===== src/rtl/lib_arbiter_pkg.sv =====
// Shared constants and types for the pixel-block arbiter/encoder path.
// Provides array geometry, the AER event width and type, and the encoder FSM state type.
package lib_arbiter_pkg;

  localparam int unsigned ROWS    = 4;
  localparam int unsigned COLS    = 4;
  localparam int unsigned ROW_ADD = (ROWS > 1) ? $clog2(ROWS) : 1;
  localparam int unsigned COL_ADD = (COLS > 1) ? $clog2(COLS) : 1;

  localparam int unsigned TS_WIDTH_DEFAULT = 16;
  localparam int unsigned EVT_W = 1 + ROW_ADD + COL_ADD + TS_WIDTH_DEFAULT;

  typedef enum logic [1:0] {
    IDLE   = 2'd0,
    WRITE  = 2'd1,
    ACK    = 2'd2,
    SETTLE = 2'd3
  } enc_state_t;

  // Event word at the default timestamp width; MSB first: polarity, row, column, timestamp.
  typedef struct packed {
    logic                        pol;
    logic [ROW_ADD-1:0]          x;
    logic [COL_ADD-1:0]          y;
    logic [TS_WIDTH_DEFAULT-1:0] ts;
  } aer_event_t;

endpackage


===== src/rtl/event_fifo.sv =====
// Synchronous FIFO with registered storage; the head is visible on rdata.
// Ports: clk, rst_n (async active-low), push/wdata, pop/rdata, full, empty, count.
// A push into an empty FIFO shows up on rdata the following cycle.
module event_fifo #(
  parameter int unsigned WIDTH = 8,
  parameter int unsigned DEPTH = 8
) (
  input  logic                     clk,
  input  logic                     rst_n,
  input  logic                     push,
  input  logic [WIDTH-1:0]         wdata,
  input  logic                     pop,
  output logic [WIDTH-1:0]         rdata,
  output logic                     full,
  output logic                     empty,
  output logic [$clog2(DEPTH):0]   count
);

  localparam int unsigned AW = $clog2(DEPTH);

  logic [WIDTH-1:0] mem [DEPTH];
  logic [AW-1:0]    wr_ptr;
  logic [AW-1:0]    rd_ptr;
  logic [AW:0]      cnt;
  logic             do_push;
  logic             do_pop;

  assign do_push = push && !full;
  assign do_pop  = pop && !empty;
  assign full    = (cnt == (AW+1)'(DEPTH));
  assign empty   = (cnt == '0);
  assign count   = cnt;
  assign rdata   = mem[rd_ptr];

  // Storage, pointers (natural wrap) and occupancy.
  always_ff @(posedge clk or negedge rst_n) begin
    if (!rst_n) begin
      mem    <= '{default: '0};
      wr_ptr <= '0;
      rd_ptr <= '0;
      cnt    <= '0;
    end else begin
      if (do_push) begin
        mem[wr_ptr] <= wdata;
        wr_ptr      <= wr_ptr + AW'(1);
      end
      if (do_pop) begin
        rd_ptr <= rd_ptr + AW'(1);
      end
      case ({do_push, do_pop})
        2'b10:   cnt <= cnt + (AW+1)'(1);
        2'b01:   cnt <= cnt - (AW+1)'(1);
        default: cnt <= cnt;
      endcase
    end
  end

endmodule


===== src/rtl/aer_event_encoder.sv =====
// AER event encoder: tags each row/column grant with a timestamp and polarity,
// queues the event word and paces the row arbiter.
// Ports: clk_i, reset_ni (async active-low), enable_i; row_gnt_i/x_add_i and
// col_gnt_i/y_add_i/polarity_i from the arbiters; arb_en_o and row_ack_o back to
// the arbiter and pixel array; evt_valid_o/evt_ready_i/evt_data_o consumer side;
// fifo_full_o and stall_cnt_o status.
module aer_event_encoder
  import lib_arbiter_pkg::*;
#(
  parameter int unsigned FIFO_DEPTH = 8,
  parameter int unsigned TS_WIDTH   = TS_WIDTH_DEFAULT
) (
  input  logic                                 clk_i,
  input  logic                                 reset_ni,
  input  logic                                 enable_i,
  input  logic [ROWS-1:0]                      row_gnt_i,
  input  logic [ROW_ADD-1:0]                   x_add_i,
  input  logic [COLS-1:0]                      col_gnt_i,
  input  logic [COL_ADD-1:0]                   y_add_i,
  input  logic                                 polarity_i,
  output logic                                 arb_en_o,
  output logic [ROWS-1:0]                      row_ack_o,
  output logic                                 evt_valid_o,
  input  logic                                 evt_ready_i,
  output logic [1+ROW_ADD+COL_ADD+TS_WIDTH-1:0] evt_data_o,
  output logic                                 fifo_full_o,
  output logic [7:0]                           stall_cnt_o
);

  localparam int unsigned EVT_WIDTH = 1 + ROW_ADD + COL_ADD + TS_WIDTH;
  localparam int unsigned CW        = $clog2(FIFO_DEPTH) + 1;

  enc_state_t           state;
  enc_state_t           state_next;
  logic [TS_WIDTH-1:0]  ts;
  logic [7:0]           stall_cnt;
  logic                 row_grant;
  logic                 col_grant;
  logic                 push;
  logic                 stall_inc;
  logic                 fifo_full;
  logic                 fifo_empty;
  logic [CW-1:0]        fifo_count;
  logic [EVT_WIDTH-1:0] push_data;

  assign row_grant = |row_gnt_i;
  assign col_grant = |col_gnt_i;
  assign push_data = {polarity_i, x_add_i, y_add_i, ts};

  // State register.
  always_ff @(posedge clk_i or negedge reset_ni) begin
    if (!reset_ni) begin
      state <= IDLE;
    end else begin
      state <= state_next;
    end
  end

  // Next state and arbiter handshake. arb_en_o/row_ack_o decode the state
  // directly so the arbiter sees them in the same cycle and reset clears them
  // asynchronously; they hold with the state while enable_i is low.
  always_comb begin
    state_next = state;
    arb_en_o   = 1'b0;
    row_ack_o  = '0;
    push       = 1'b0;
    stall_inc  = 1'b0;
    case (state)
      IDLE: begin
        arb_en_o = !row_grant;
        if (enable_i && row_grant) begin
          if (fifo_full) begin
            stall_inc = 1'b1;
          end else if (col_grant) begin
            state_next = WRITE;
          end
        end
      end
      WRITE: begin
        push = enable_i;
        if (enable_i) state_next = ACK;
      end
      ACK: begin
        row_ack_o = row_gnt_i;
        arb_en_o  = 1'b1;
        if (enable_i) state_next = SETTLE;
      end
      SETTLE: begin
        if (enable_i) state_next = IDLE;
      end
      default: state_next = IDLE;
    endcase
  end

  // Free-running timestamp, frozen while disabled.
  always_ff @(posedge clk_i or negedge reset_ni) begin
    if (!reset_ni) begin
      ts <= '0;
    end else if (enable_i) begin
      ts <= ts + TS_WIDTH'(1);
    end
  end

  // Saturating count of cycles a grant waited on a full FIFO.
  always_ff @(posedge clk_i or negedge reset_ni) begin
    if (!reset_ni) begin
      stall_cnt <= '0;
    end else if (stall_inc && (stall_cnt != 8'hFF)) begin
      stall_cnt <= stall_cnt + 8'd1;
    end
  end

  event_fifo #(
    .WIDTH (EVT_WIDTH),
    .DEPTH (FIFO_DEPTH)
  ) u_fifo (
    .clk   (clk_i),
    .rst_n (reset_ni),
    .push  (push),
    .wdata (push_data),
    .pop   (evt_ready_i),
    .rdata (evt_data_o),
    .full  (fifo_full),
    .empty (fifo_empty),
    .count (fifo_count)
  );

  assign evt_valid_o = !fifo_empty;
  assign fifo_full_o = (fifo_count == CW'(FIFO_DEPTH));
  assign stall_cnt_o = stall_cnt;

endmodule


===== config.mk =====
export PLATFORM = sky130hd
export DESIGN_NAME = aer_event_encoder
export DESIGN_NICKNAME = d
export VERILOG_FILES = /design/src/rtl/lib_arbiter_pkg.sv /design/src/rtl/event_fifo.sv /design/src/rtl/aer_event_encoder.sv
export SDC_FILE = /design/constraint.sdc
export NUM_CORES = 1
export LEC_CHECK = 0
export CAP_MARGIN = 20
export CORE_UTILIZATION = 50
export CTS_CLUSTER_DIAMETER = 200
export DETAILED_ROUTE_END_ITERATION = 8
export GPL_ROUTABILITY_DRIVEN = 0
export MAX_ROUTING_LAYER = met4
export PLACE_DENSITY = 0.77
export SLEW_MARGIN = 30
export SYNTH_ARGS = -nofsm -noshare
export SYNTH_HDL_FRONTEND = slang
export SYNTH_SLANG_ARGS = --single-unit

===== constraint.sdc =====
create_clock -name clk_i -period 2.6 [get_ports clk_i]
set_input_delay 0.52 -clock clk_i [delete_from_list [all_inputs] [get_ports clk_i]]
set_output_delay 0.52 -clock clk_i [all_outputs]
set_load 0.03 [all_outputs]

==> results of run 1 <==
[cell usage in the layout (no fill, tap or decap), types with 5 or more instances in the layout]
cell type        synthesis  final
nand2_1                 15     15
xnor2_1                 14     14
nand4_1                  5      5
dlygate4sd2_1            0      5
clkbuf_16                0     23
dfrtp_1                204    201
ha_1                    12     11
mux2_2                 175    162
and2_1                   6      6
and3_1                   5      5
nor3_1                   6      6
clkdlybuf4s50_1          0     23
nor2_1                   8      8
buf_12                   0     14
xor2_1                  15     15
mux4_2                  42     42
mux2_4                  20     33
nand3_1                  8      8
buf_4                    0     21
buf_6                    7     25
[power by group]
group	switching (mW)	internal, mW	leakage [nW]
clock network	1.21	1.98	0.360
logic	1.78	2.23	2.40
registers	0.596	3.84	2.74
[timing repair]
| item | CTS | global route |
|---|---|---|
| gates cloned | 2 | 0 |
| resized for setup | 125 | 9 |
| pin swaps | 0 | 1 |
| endpoints found under the setup margin | 27 | 24 |
| buffers inserted | 7 | 1 |
[flip-flops by register name (all words and copies together), names as in the netlist]
| signal | flops |
|---|---|
| u_fifo.mem | 168 |
| ts | 16 |
| stall_cnt_o | 8 |
| u_fifo.count | 4 |
| u_fifo.rd_ptr | 3 |
| u_fifo.wr_ptr | 3 |
| state | 2 |
[how the worst min path moves through the flow]
stage,cells past startpoint,endpoint,slack [ns],start
final,1,u_fifo.mem[77]$_DFFE_PN0P_,0.03,reset_ni
after global routing,1,u_fifo.mem[35]$_DFFE_PN0P_,0.08,reset_ni
after CTS,1,u_fifo.mem[58]$_DFFE_PN0P_,0.04,reset_ni
after detailed placement,1,u_fifo.count[3]$_DFFE_PN0P_,0.49,u_fifo.count[3]$_DFFE_PN0P_
after global placement,1,u_fifo.mem[85]$_DFFE_PN0P_,0.48,u_fifo.mem[85]$_DFFE_PN0P_
after floorplan,0,stall_cnt_o[0]$_DFFE_PN0P_,0.22,reset_ni
[critical path, cell delays in order (launching register included)]
cell and delay, ns:
dfrtp_2 0.40, buf_6 0.12, buf_6 0.11, buf_12 0.13, mux4_2 0.51, mux2_2 0.29, buf_6 0.14
[stage by stage]
stage	total power, mW	utilization, %	TNS (ns)	cell area [um^2]
final	11.64	62.31	-0.7776	11380
after global routing	12.18	62.31	-1.690	11380
after CTS	11.77	62.38	-1.289	11400
after detailed placement	8.143	57.03	0	10420
after global placement	7.954	57.03	0	10420
after floorplan	6.888	-	0	9473
[layer usage]
| layer | vias to the layer above | GRT usage, % | part of all wire [%] |
|---|---|---|---|
| met3 | 28 | 2.719 | 2.7 |
| met4 | 0 | 5.899 | 2.2 |
| met1 | 2838 | 27.26 | 43 |
| li1 | 2389 | - | - |
| met2 | 82 | 37.48 | 52 |
| met5 | - | - | 0 |
[cell usage after synthesis]
master,n
a21o_1,1
a21oi_1,2
a31oi_1,1
and2_1,6
and3_1,5
and4_4,1
buf_1,2
buf_2,15
buf_6,7
clkbuf_1,24
dfrtp_1,204
ha_1,12
inv_1,4
inv_4,1
mux2_2,175
mux2_4,20
mux2i_1,1
mux4_2,42
nand2_1,15
nand2b_1,1
nand3_1,8
nand3b_1,1
nand4_1,5
nand4b_1,3
nor2_1,8
nor2b_1,3
nor3_1,6
nor4_1,2
o21ai_0,3
o21bai_1,1
o32ai_1,1
or3_1,1
or4_1,3
or4b_1,1
or4b_4,2
xnor2_1,14
xor2_1,15
[logic make-up after synthesis]
kind of cell             after synthesis  synth area share (%)
adder cells (fa/ha/maj)               12                 1.586
AO/OA/AOI/OAI                          9                0.5815
buffers and inverters                 53                 2.881
XOR/XNOR                              29                 2.682
AND/OR/NAND/NOR                       71                 4.281
flip-flops                           204                 53.91
multiplexers                         238                 34.08
[final cells by class]
class | instances | area [um^2] | area share, %
Sequential cell | 204 | 5109 | 44.88
Multi-Input combinational cell | 359 | 4168 | 36.61
Timing Repair Buffer | 92 | 1060 | 9.310
Clock buffer | 30 | 631.9 | 5.551
Tap cell | 229 | 286.5 | 2.517
Clock inverter | 6 | 107.6 | 0.9453
Inverter | 5 | 21.27 | 0.1869
==> flow_summary.json, run 1 <==
{
  "die_area_um2": 19490,
  "skew_ns": 0.009302,
  "max_slew_margin_pct": 61.00,
  "hp-class": "in2async",
  "timing.final.crit_share_pct": 104.5,
  "grt_pass1_wl_um": 32090,
  "clk_pin_slew_worst_paths_ns": 0.06,
  "max_freq_ghz": 0.3681,
  "synth_area_um2": 9469,
  "seq_area_frac_synth_pct": 53.91,
  "dp_hpwl_um": 12320,
  "crit_end": "evt_data_o[6]",
  "vias": 5337,
  "r2r-start": "u_fifo.count[2]$_DFFE_PN0P_",
  "htreeDepth": 1,
  "violations": "negative setup slack",
  "hold_viol_final": 0,
  "cts_hold_repair.buffers": 0,
  "overflow": 0,
  "cts_inserted_buffers": 22,
  "die_y_um": 139.6,
  "nNetsFinal": 713,
  "grt.total_usage_pct": 21.77,
  "dp_slack_ns": 0.06245,
  "synth.avg_cell_area_um2": 15.37,
  "syn_nets": 645,
  "layout-drive-gt1-share_pct": 49.28,
  "viasPerCell": 5.770,
  "ys_seq_elements": 204,
  "antenna_cells": 0,
  "cp.arrival_ns": 2.20,
  "required_ns": 2.08,
  "yosys_warnings": 0,
  "grt_pass1_vias": 5944,
  "drc": 0,
  "cp-startpoint": "u_fifo.rd_ptr[0]$_DFFE_PN0P_",
  "setup_ws_ns": -0.1166,
  "slew_violations": 0,
  "die_w_um": 139.6,
  "ir_worst_vdd_v": 0.0005254,
  "status": "finished, violations left",
  "insertion_delay_ns": 0.50,
  "worstSetupPathType": "reg2out",
  "drtAntennaViolNets": 0,
  "finalCriticalPeriod_ns": 2.717,
  "yosys.area.top_type": "dfrtp_1",
  "fin_cells": 925,
  "synthDistinctLibCells": 37,
  "cts_tree": "yes",
  "cts_sinks": 204,
  "cts_root_buf": "clkbuf_16",
  "cp-start-kind": "flop",
  "synth_top_cells_by_area": "dfrtp_1, mux2_2, mux4_2",
  "portBuffers": 52,
  "hold_ws_ns": 0.03131,
  "drt_wl_total_um": 19400,
  "antenna_found_initial": 0,
  "reg2reg_depth": 10,
  "grt_max_degree": 71,
  "initial_core_util_pct": 51.83,
  "first_iter_violations": 198,
  "routedWlPerCell_um": 20.98,
  "r2r_slack_ns": 0.16,
  "powerDensity_nw_per_um2": 1022,
  "area_growth_pct": 20.22,
  "clockBufferDepth": 3,
  "synth_top_area_share_pct": 53.91,
  "r2r-end": "u_fifo.count[2]$_DFFE_PN0P_",
  "setup_violations": 11,
  "cellLeakagePower_nw": 5.504,
  "dp.cells": 882,
  "firstDrtPassIters": 4,
  "tightestPinTransition_ns": 0.5850,
  "rows": 49,
  "critPathMaxFanout": 7,
  "synthCells": 616,
  "rsz0062_at_grt": "true",
  "fillCellCount": 1292,
  "io-pin-count": 53,
  "max_cap_violations": 0,
  "endpoint_kind": "output port",
  "core_area_um2": 18270
}
(Power assumes the default switching activity.)
==> run 2, diff against run 1 <==
--- a/config.mk
+++ b/config.mk
@@ -10,5 +10,4 @@
 export CTS_CLUSTER_DIAMETER = 200
 export DETAILED_ROUTE_END_ITERATION = 8
-export GPL_ROUTABILITY_DRIVEN = 0
 export MAX_ROUTING_LAYER = met4
 export PLACE_DENSITY = 0.77
==> constraint.sdc (replaced) <==
create_clock -name clk_i -period 2.6 [get_ports clk_i]
set_input_delay 0.52 -clock clk_i [delete_from_list [all_inputs] [get_ports clk_i]]
set_output_delay 0.52 -clock clk_i [all_outputs]
set_load 0.01 [all_outputs]
==> run 2 against run 1 <==
  * Clock skew rose by 0.0043 ns
  * Design area rose by 1.1%
  * Register-to-register slack got worse by 0.08 ns
  * Sequential share of layout area fell by 0.48 points
  * Critical path type unchanged
  * Via count rose by 2.4%
  * Largest cell class unchanged
  * The flow still finishes with violations (negative setup slack)
  * Largest power group unchanged
  * Highest routed layer unchanged
==> flow_summary.json, run 2 (synthesis results as in run 1) <==
{
  "first_iter_violations": 388,
  "die_y_um": 139.6,
  "r2r_slack_ns": 0.08,
  "core_area_um2": 18270,
  "cellLeakagePower_nw": 5.564,
  "antenna_cells": 0,
  "grt_pass1_wl_um": 33970,
  "max_freq_ghz": 0.3700,
  "cts_tree": "yes",
  "cts_inserted_buffers": 22,
  "firstDrtPassIters": 4,
  "gp_congestion": 0.7913,
  "layout_common_cells": "dfrtp_1, mux2_2, mux4_2, mux2_4, clkdlybuf4s50_1",
  "hold_viol_final": 0,
  "overflow": 0,
  "tightestPinTransition_ns": 0.6301,
  "crit_buf_inv": 4,
  "clockBufferDepth": 3,
  "skew_ns": 0.01361,
  "crit_family": "multiplexers",
  "slew_violations": 0,
  "htreeDepth": 1,
  "die_w_um": 139.6,
  "dp_hpwl_um": 12010,
  "cts_root_buf": "clkbuf_16",
  "max_slew_margin_pct": 57.99,
  "drt_wl_total_um": 20240,
  "use_met1_pct": 29.30,
  "cts_sinks": 204,
  "ir_worst_vdd_v": 0.0004795,
  "status": "finished, violations left",
  "setup_ws_ns": -0.1026,
  "area_growth_pct": 21.51,
  "dp_slack_ns": -0.08903,
  "cpMostUsedCell": "buf_6",
  "required_ns": 2.08,
  "regMostFlops": "u_fifo.mem",
  "grt.met2_usage_pct": 39.17,
  "routedWlPerCell_um": 21.64,
  "max_stage_delay_ns": 0.49,
  "powerDensity_nw_per_um2": 1018,
  "endpoint_kind": "output port",
  "critPathMaxFanout": 6,
  "drc": 0,
  "setup_violations": 21,
  "grt_max_degree": 75,
  "viasPerCell": 5.844,
  "crit_path_top_delay_cell": "mux4_2",
  "worstPathCellList": "buf_6, buf_12, buf_6, mux4_2, mux2_4, buf_6",
  "rows": 49,
  "fin_cells": 935,
  "timing.final.crit_share_pct": 103.9,
  "grt_pass1_vias": 6240,
  "portBuffers": 52,
  "dp.cells": 882,
  "io-pin-count": 53,
  "hp-class": "in2async",
  "insertion_delay_ns": 0.50,
  "initial_core_util_pct": 51.83,
  "use_met3_pct": 2.615,
  "violations": "negative setup slack",
  "grt.total_usage_pct": 23.01,
  "vias": 5464,
  "worstSetupPathType": "reg2out",
  "r2r-start": "u_fifo.count[1]$_DFFE_PN0P_",
  "cp.arrival_ns": 2.18,
  "largest_register_ffs": 168,
  "rsz0062_at_grt": "true",
  "fillCellCount": 1258,
  "layout_commonest_cell": "dfrtp_1",
  "setup_tns_ns": -0.6792,
  "drtAntennaViolNets": 0,
  "nNetsFinal": 719,
  "r2r-end": "u_fifo.count[2]$_DFFE_PN0P_",
  "antenna_found_initial": 0,
  "clk_pin_slew_worst_paths_ns": 0.06,
  "max_cap_violations": 0,
  "reg2reg_depth": 10,
  "finalCriticalPeriod_ns": 2.703,
  "cp-start-kind": "flop",
  "finish.utilization_pct": 62.98,
  "layout-drive-gt1-share_pct": 50.28,
  "grt-busiest-layer": "met2",
  "die_area_um2": 19490
}
-- run 2: cell count changes in the layout (fill, tap and decap cells not counted), moves of 2 or more --
cell and change:
dlygate4sd2_1 -2, clkbuf_8 +2, mux2_2 -4, mux2_4 +4, buf_4 +4, clkinv_2 +4, clkdlybuf4s50_1 +4
-- run 2: timing repair --
action	CTS	global route
resized for setup	138	8
pin swaps	0	1
hold buffers	0	0
cloned	5	0
setup endpoints to repair	24	27
buffers inserted	11	0
-- run 2: cell type report --
cell class	instances	area [um^2]	share of cell area, %
timing repair buffer	98	1126	9.787
inverter	5	21.27	0.1849
sequential	204	5109	44.40
tap	229	286.5	2.490
clock buffer	31	655.6	5.698
clock inverter	9	120.1	1.044
multi-input combinational	359	4188	36.40
-- run 2: metal layers --
metal | vias up | wire (um) | part of all wire (%)
met2 | 120 | 10500 | 52
met3 | 32 | 704 | 3.5
met4 | 0 | 359 | 1.8
met1 | 2916 | 8673 | 43
met5 | - | 0 | 0
li1 | 2396 | - | -
-- run 2: how the worst max path moves through the flow --
stage,from,endpoint,cells after the start
after CTS,u_fifo.rd_ptr[0]$_DFFE_PN0P_,evt_data_o[20],6
after detailed placement,row_gnt_i[1],arb_en_o,4
after global placement,row_gnt_i[0],arb_en_o,4
final,u_fifo.rd_ptr[0]$_DFFE_PN0P_,evt_data_o[20],6
after floorplan,u_fifo.count[2]$_DFFE_PN0P_,u_fifo.count[2]$_DFFE_PN0P_,10
after global routing,u_fifo.rd_ptr[0]$_DFFE_PN0P_,evt_data_o[20],6
-- run 2: report_power, final --
group          internal (mW)  switching (mW)  leakage, nW
registers               3.84           0.574         2.74
clock network           2.05            1.24        0.389
logic                   2.39            1.61         2.43
-- run 2: worst register-to-register path: cells and delay by family, from the launching register on --
family / cells / cell delay, ns
and+or+nand+nor: 3 / 0.94
buffers and inverters: 1 / 0.10
adders and majority gates: 2 / 0.43
xor gates and xnor gates: 3 / 0.49
DFF: 1 / 0.45
AOI/OAI and AO/OA: 1 / 0.04
-- run 2: metrics by stage --
step	power, mW	hold slack, ns	area (um^2)
floorplan	6.585	0.2244	9469
detailed placement	7.859	0.4867	10400
finish	11.71	0.02270	11510
global route	12.28	0.08315	11510
global placement	7.655	0.4673	10400
CTS	11.87	0.05726	11550
==> run 3, diff against run 2 <==
Settings changed: CORE_MARGIN set to 2, TNS_END_PERCENT set to 10.
==> run 3 against run 2 <==
  * The flow still finishes with violations (negative setup slack)
  * Global-route usage decreased by 1.8 points
  * Utilization decreased by 1.9 points
  * Clock power decreased by 9.4%
  * Total power decreased by 4.1%
  * Sequential cell count unchanged
==> flow_summary.json, run 3 (synthesis results as in run 1) <==
{
  "status": "finished, violations left",
  "violations": "negative setup slack",
  "fillCellCount": 1354,
  "finish.utilization_pct": 61.09,
  "grt.total_usage_pct": 21.23,
  "die_w_um": 141.6,
  "clk_pin_slew_worst_paths_ns": 0.06,
  "r2r-start": "u_fifo.count[1]$_DFFE_PN0P_",
  "gp_congestion": 0.7751,
  "rsz0062_at_grt": "true",
  "portBuffers": 52,
  "hold_end": "u_fifo.count[3]$_DFFE_PN0P_",
  "cts_inserted_buffers": 22,
  "regMostFlops": "u_fifo.mem",
  "r2r-end": "u_fifo.count[2]$_DFFE_PN0P_",
  "holdCritStartpoint": "u_fifo.count[3]$_DFFE_PN0P_",
  "r2r_slack_ns": 0.13,
  "cts_tree": "yes",
  "routedWlPerCell_um": 21.34,
  "skew_ns": 0.01058,
  "critPathMaxFanout": 7,
  "required_ns": 2.08,
  "vias": 5408,
  "worstPathCellList": "buf_12, buf_12, buf_4, mux4_2, mux2_4, buf_6",
  "clockBufferDepth": 3,
  "cp.arrival_ns": 2.18,
  "max_stage_delay_ns": 0.44,
  "antenna_found_initial": 0,
  "met3_wirelength_um": 707,
  "die_area_um2": 20050,
  "initial_core_util_pct": 50.79,
  "p_total_mw": 11.22,
  "grt_pass1_vias": 5995,
  "finalInstanceArea_um2": 11390,
  "timing.final.crit_share_pct": 104.0,
  "tightestPinTransition_ns": 0.5359,
  "endpoint_kind": "output port",
  "area_growth_pct": 20.28,
  "cellLeakagePower_nw": 5.500,
  "finalCriticalPeriod_ns": 2.704,
  "layout_common_cells": "dfrtp_1, mux2_2, mux4_2, mux2_4, clkdlybuf4s50_1",
  "overflow": 0,
  "drt_wl_total_um": 20030,
  "htreeDepth": 1,
  "layout_commonest_cell": "dfrtp_1",
  "hold_ws_ns": 0.4985,
  "nNetsFinal": 720,
  "wl_met2_um": 10120,
  "grt_max_degree": 71,
  "viasPerCell": 5.759,
  "hold_viol_final": 0,
  "largest_register_ffs": 168,
  "layout-drive-gt1-share_pct": 49.22,
  "setup_violations": 21,
  "worstHoldPathCells": 1,
  "cts_sinks": 204,
  "grt_pass1_wl_um": 32240,
  "fin_cells": 939,
  "reg2reg_depth": 10,
  "insertion_delay_ns": 0.50,
  "antenna_cells": 0,
  "ir_worst_vdd_v": 0.0005718,
  "cp-start-kind": "flop",
  "rows": 50,
  "io-pin-count": 53,
  "max_freq_ghz": 0.3698,
  "core_area_um2": 18640,
  "worstSetupPathType": "reg2out",
  "max_cap_violations": 0,
  "drtAntennaViolNets": 0,
  "placed_area_um2": 10420,
  "powerDensity_nw_per_um2": 985.5,
  "die_y_um": 141.6,
  "max_slew_margin_pct": 64.27,
  "slew_violations": 0,
  "first_iter_violations": 244,
  "wl_met1_um": 8691,
  "dp_hpwl_um": 12180,
  "crit_path_top_delay_cell": "dfrtp_2",
  "cpMostUsedCell": "buf_12",
  "cts_root_buf": "clkbuf_16",
  "setup_ws_ns": -0.1040,
  "hp-class": "reg2reg",
  "firstDrtPassIters": 4,
  "drc": 0,
  "top_layer": "met4",
  "dp.cells": 887
}
[run 3: report_power, final]
group	leakage [nW]	internal, mW	switching (mW)
clock	0.337	1.76	1.23
combinational	2.42	2.29	1.54
sequential	2.74	3.84	0.572
total	5.50	7.88	3.34
[run 3: worst max path at each step]
stage,slack [ns],endpoint,from
finish,-0.10,evt_data_o[12],u_fifo.rd_ptr[0]$_DFFE_PN0P_
detailed placement,-0.09,arb_en_o,row_gnt_i[0]
global route,-0.14,evt_data_o[20],u_fifo.rd_ptr[0]$_DFFE_PN0P_
CTS,-0.13,evt_data_o[3],u_fifo.rd_ptr[0]$_DFFE_PN0P_
global placement,-0.1,arb_en_o,row_gnt_i[0]
floorplan,0.08,u_fifo.count[2]$_DFFE_PN0P_,u_fifo.count[2]$_DFFE_PN0P_
[run 3: layout make-up]
type | count | area [um^2] | share of cell area (%)
Clock buffer | 33 | 663.1 | 5.822
Clock inverter | 5 | 30.03 | 0.2636
Inverter | 5 | 21.27 | 0.1868
Multi-Input combinational cell | 359 | 4149 | 36.43
Sequential cell | 204 | 5107 | 44.84
Tap cell | 234 | 292.8 | 2.571
Timing Repair Buffer | 99 | 1126 | 9.887
[run 3: through the flow]
stage	worst slack, ns	setup TNS [ns]
floorplan	0.08457	0
global placement	-0.09661	-0.09661
detailed placement	-0.09183	-0.09183
CTS	-0.1287	-1.931
global route	-0.1448	-2.314
finish	-0.1040	-1.181
[run 3: routing by layer]
metal | vias to the layer above | global-route usage [%]
met5 | - | -
met4 | 0 | 5.684
met3 | 44 | 3.544
met2 | 107 | 35.77
met1 | 2851 | 26.97
li1 | 2406 | -
[run 3: what timing repair did]
| item | in CTS | in global routing |
|---|---|---|
| endpoints found under the setup margin | 23 | 26 |
| hold endpoints to repair | 35 | 0 |
| gates resized for setup | 129 | 3 |
| gates cloned | 3 | 0 |
| buffers inserted | 12 | 1 |
| hold buffers | 1 | 0 |
[run 3: critical path, delay by kind of cell, from the launching register on]
kind     cells  cell delay, ns
buf+inv      4            0.54
flops        1            0.44
mux          2            0.72
